$ cat config.mk
export PLATFORM = sky130hd
export DESIGN_NAME = a2d_intf
export DESIGN_NICKNAME = d
export VERILOG_FILES = /design/src/rtl/a2d_intf.sv
export SDC_FILE = /design/constraint.sdc
export NUM_CORES = 1
export LEC_CHECK = 0
export CORE_UTILIZATION = 60
export CTS_CLUSTER_DIAMETER = 100
export DETAILED_ROUTE_END_ITERATION = 12
export DONT_BUFFER_PORTS = 1
export PLACE_DENSITY_LB_ADDON = 0.12
export SYNTH_ARGS = -nofsm -noshare
export SYNTH_HDL_FRONTEND = slang
export SYNTH_SLANG_ARGS = --single-unit
$ cat constraint.sdc
create_clock -name clk -period 3.2 [get_ports clk]
set_input_delay 0.64 -clock clk [delete_from_list [all_inputs] [get_ports clk]]
set_output_delay 0.64 -clock clk [all_outputs]
set_load 0.01 [all_outputs]
$ cat src/rtl/a2d_intf.sv
// SPI master for the off-chip 12-bit A2D: round-robin conversion of the two load cells,
// the steering pot and the battery, each as a command frame followed by a read frame.
module a2d_intf #(
  parameter int unsigned SCLK_DIV_W  = 5,
  parameter int unsigned FRONT_PORCH = 8
) (
  input  logic        clk,
  input  logic        rst_n,
  input  logic        nxt,
  input  logic        MISO,
  output logic        SS_n,
  output logic        SCLK,
  output logic        MOSI,
  output logic [11:0] lft_ld,
  output logic [11:0] rght_ld,
  output logic [11:0] steer_pot,
  output logic [11:0] batt,
  output logic        cnv_cmplt
);

  localparam int unsigned DATA_W    = 16;
  localparam int unsigned RES_W     = 12;
  localparam int unsigned BIT_CNT_W = 5;
  localparam int unsigned NUM_CH    = 4;

  localparam logic [SCLK_DIV_W-1:0] DIV_FALL = '1;
  localparam logic [SCLK_DIV_W-1:0] DIV_RISE = {1'b0, {(SCLK_DIV_W-1){1'b1}}};
  // Divider is loaded one clk before SS_n falls, so it reaches zero FRONT_PORCH clk after it.
  localparam logic [SCLK_DIV_W-1:0] DIV_LOAD =
    SCLK_DIV_W'((2 ** SCLK_DIV_W) - FRONT_PORCH - 1);
  localparam logic [BIT_CNT_W-1:0] LAST_BIT = BIT_CNT_W'(DATA_W);

  typedef enum logic [1:0] {IDLE, CMD, GAP, READ} state_e;

  state_e                 state_q, state_d;
  logic                   ss_n_q, ss_n_d;
  logic                   sclk_q, sclk_d;
  logic                   cmplt_q, cmplt_d;
  logic [SCLK_DIV_W-1:0]  div_q, div_d;
  logic [BIT_CNT_W-1:0]   bit_cnt_q, bit_cnt_d;
  logic [DATA_W-1:0]      shft_q, shft_d;
  logic [1:0]             ptr_q, ptr_d;
  logic [RES_W-1:0]       res_q [NUM_CH];
  logic [RES_W-1:0]       res_d [NUM_CH];
  logic [2:0]             chnl;
  logic                   rise_pt, fall_pt, frm_done;

  // Round-robin pointer to physical A2D channel
  always_comb begin
    chnl = 3'd0;
    case (ptr_q)
      2'd0:    chnl = 3'd0;
      2'd1:    chnl = 3'd4;
      2'd2:    chnl = 3'd5;
      default: chnl = 3'd6;
    endcase
  end

  assign rise_pt  = (div_q == DIV_RISE);
  assign fall_pt  = (div_q == DIV_FALL);
  assign frm_done = (bit_cnt_q == LAST_BIT);

  always_comb begin
    state_d   = state_q;
    ss_n_d    = ss_n_q;
    div_d     = div_q;
    bit_cnt_d = bit_cnt_q;
    shft_d    = shft_q;
    ptr_d     = ptr_q;
    res_d     = res_q;
    cmplt_d   = 1'b0;
    case (state_q)
      IDLE: begin
        if (nxt) begin
          state_d   = CMD;
          shft_d    = {2'b00, chnl, 11'h000};
          div_d     = DIV_LOAD;
          bit_cnt_d = '0;
        end
      end
      GAP: begin
        state_d   = READ;
        shft_d    = '0;
        div_d     = DIV_LOAD;
        bit_cnt_d = '0;
      end
      CMD, READ: begin
        ss_n_d = 1'b0;
        div_d  = div_q + SCLK_DIV_W'(1);
        if (rise_pt && !frm_done) begin
          shft_d[0] = MISO;
          bit_cnt_d = bit_cnt_q + BIT_CNT_W'(1);
        end
        // Falling point: end the frame with SCLK held high, else shift (skipping the first fall)
        if (fall_pt) begin
          if (frm_done) begin
            ss_n_d = 1'b1;
            if (state_q == CMD) begin
              state_d = GAP;
            end else begin
              state_d        = IDLE;
              res_d[ptr_q]   = shft_q[RES_W-1:0];
              cmplt_d        = 1'b1;
              ptr_d          = ptr_q + 2'd1;
            end
          end else if (bit_cnt_q != '0) begin
            shft_d = {shft_q[DATA_W-2:0], 1'b0};
          end
        end
      end
      default: state_d = IDLE;
    endcase
    sclk_d = ss_n_d | div_d[SCLK_DIV_W-1];
  end

  always_ff @(posedge clk or negedge rst_n) begin
    if (!rst_n) begin
      state_q   <= IDLE;
      ss_n_q    <= 1'b1;
      sclk_q    <= 1'b1;
      cmplt_q   <= 1'b0;
      div_q     <= '0;
      bit_cnt_q <= '0;
      shft_q    <= '0;
      ptr_q     <= '0;
      for (int i = 0; i < NUM_CH; i++) res_q[i] <= '0;
    end else begin
      state_q   <= state_d;
      ss_n_q    <= ss_n_d;
      sclk_q    <= sclk_d;
      cmplt_q   <= cmplt_d;
      div_q     <= div_d;
      bit_cnt_q <= bit_cnt_d;
      shft_q    <= shft_d;
      ptr_q     <= ptr_d;
      for (int i = 0; i < NUM_CH; i++) res_q[i] <= res_d[i];
    end
  end

  assign SS_n      = ss_n_q;
  assign SCLK      = sclk_q;
  assign MOSI      = shft_q[DATA_W-1];
  assign cnv_cmplt = cmplt_q;
  assign lft_ld    = res_q[0];
  assign rght_ld   = res_q[1];
  assign steer_pot = res_q[2];
  assign batt      = res_q[3];

endmodule
==> metrics <==
run status=completed; drt pass-1 iters=4; Post-synth ARST share=100%; Multi-input gate area=1570 µm²; CP Data Required Time=3.44 ns; min Tclk post-route=2.24 ns; post-CTS resize count=0; worst vdd ir=418 µV; clk sinks=81; Clock Root Buffer=clkbuf_8; top_reg_cell synth=dfrtp_1; final HPWL from detailed placement=4200 µm; final hold slack=about 0.12 ns; Core ar.=5990 µm²; Post-synth EDFFs=0; DIE WIDTH=81.1 µm; CTS tree=done; Setup violations, final=0; most frequent cells in the layout=dfrtp_1, mux2_4, o21ai_0; initial antenna violation count=0; worst-margin pin slew=~0.66 ns; top-level I/O count=56; vias per cell=5.82; crit-path max FO=12; register area=2030 µm²; Pins Over Slew Limit=0; Nets=303; Routed WL=slightly below 7000 µm; synth warn=0; total grt overflow=0; CP Data Arrival Time=roughly 2.5 ns; first-pass GRT wire length=10,800 µm; Post-Synthesis Cells=around 280; total number of vias=2,102; Syn Std Cell Area=3760 µm²; Finished Cell Area=4010 µm²; static leakage=roughly 2.1 nW; Hold Path Class=in -> async; clock-pin transition on the worst setup and hold timing paths=0.07 ns; Final Cycle Share=70.1%; flops & latches, synth=81; Syn-to-layout area delta=6.76%; Die Area=6580 µm²; max_slew headroom=55.7%; Critical Path Start Type=register; crit path capture type=register; gpl congestion=0.754; Skew-Pair Late Insertion Delay=0.35 ns; most common cell after layout, fill and taps aside=dfrtp_1; layout cell share with drive strength beyond 1=27.6%; total power=0.00259 W; setup total negative slack=0 ns; Max-Cap Viols=0; Post-Syn Area per Cell=13.4 µm²; Starting Density=62.7%; register area share after synthesis=54.0%; CTS Buf Count=9; H-Tree Depth=3; Post CTS Setup Buffer Count=0; final hold violation count=0; row count=28; vias in the first global route=around 2,100; Placed Area=3790 µm²; # fillers=416; RSZ-0062 raised after global routing=false; largest net degree at the start of global routing=80; Post-Syn Nets=~300; DR iter-0 viols=90; antenna viol nets, final=0; Die Span Y=81.1 µm; WS Path Type=reg -> reg; power per cell area=646 nW/µm²; clk buf depth=2; Tot GR Track Use=a little under a quarter; n_diodes=0; Netlist cell types=38; port buffer count=0; Setup Skew=0.00606 ns; Peak Freq=446 MHz; Post-route DRC=0; DR WL/cell=roughly 19 µm
-- worst paths after layout --
kind | end | depth (start not counted) | from | slack [ns]
hold / removal | SS_n | 0 | rst_n | 0.12
setup / recovery | steer_pot[11] | 6 | bit_cnt_q[0] | 0.96
min in group clk | div_q[2] | 2 | nxt | 0.43
max in group asynchronous | div_q[2] | 1 | rst_n | 2.72
setup reg to reg | steer_pot[11] | 6 | bit_cnt_q[0] | 0.96
hold reg to reg | div_q[3] | 1 | div_q[3] | 0.48
-- report_power, final --
group          switching (W)  total, W  internal [W]
clock network       0.000345  0.000773      0.000428
registers          0.0000816   0.00118       0.00110
logic               0.000400  0.000638      0.000238
-- layer usage --
metal,global-route usage [%],part of all wire [%],vias up
met4,9.82,2.2,0
met1,28.8,44,1044
met2,34.9,48,62
li1,-,-,982
met3,7.98,5.3,14
met5,0,0,-
-- synth_stat cells, drive strengths merged (5+ instances only) --
cell	number	share of area, %
ha	16	5.3
buf	6	1.6
nand4	12	2.0
nand2	13	2.1
clkbuf	7	0.70
nor2	10	1.0
o21ai	21	2.8
inv	20	2.0
mux2	53	20
dfrtp	79	53
nor2b	5	0.83
-- stage by stage --
step	utilization [%]	worst slack, ns	std cells
floorplan	-	1.28	281
global placement	63.2	0.997	346
detailed placement	63.2	0.956	346
CTS	67.0	0.945	361
global route	67.0	0.778	361
finish	67.0	0.958	361
-- kinds of logic (layout without fill, tap and decap cells) --
group / after synthesis / after routing / share of synthesized area (%)
muxes: 55 / 55 / 20.4
DFF: 81 / 81 / 54.0
buffers and inverters: 33 / 38 / 4.33
and+or+nand+nor: 52 / 52 / 8.16
adders and majority gates: 16 / 16 / 5.33
AOI/OAI and AO/OA: 42 / 42 / 7.29
xor gates and xnor gates: 2 / 2 / 0.466
-- registers in the layout, summed over array words and instances, names as in the netlist --
register	flops
shft_q	16
rght_ld	12
div_q	5
ptr_q	2
state_q	2
batt	12
SCLK	1
steer_pot	12
cnv_cmplt	1
lft_ld	12
SS_n	1
bit_cnt_q	5
-- cell type report --
type / instances / share of cell area [%]
Clock inverter: 4 / 1.75
Inverter: 20 / 1.87
Clock buffer: 10 / 3.18
Tap cell: 75 / 2.34
Sequential cell: 81 / 50.6
Multi-Input combinational cell: 167 / 39.0
Timing Repair Buffer: 4 / 1.25
-- what timing repair did --
item                                    4_1_cts  5_1_grt
hold buffers                                  1        0
hold endpoints to repair                     79        0
endpoints found under the setup margin        0        0
-- critical path: stages, from the launching register on --
cell and delay, ns:
dfrtp_1 0.38, inv_1 0.13, ha_1 0.15, nor3b_2 0.24, and4_1 0.58, nand2_4 0.28, mux2_4 0.36
Note: power is estimated with default switching activity, not from simulation.
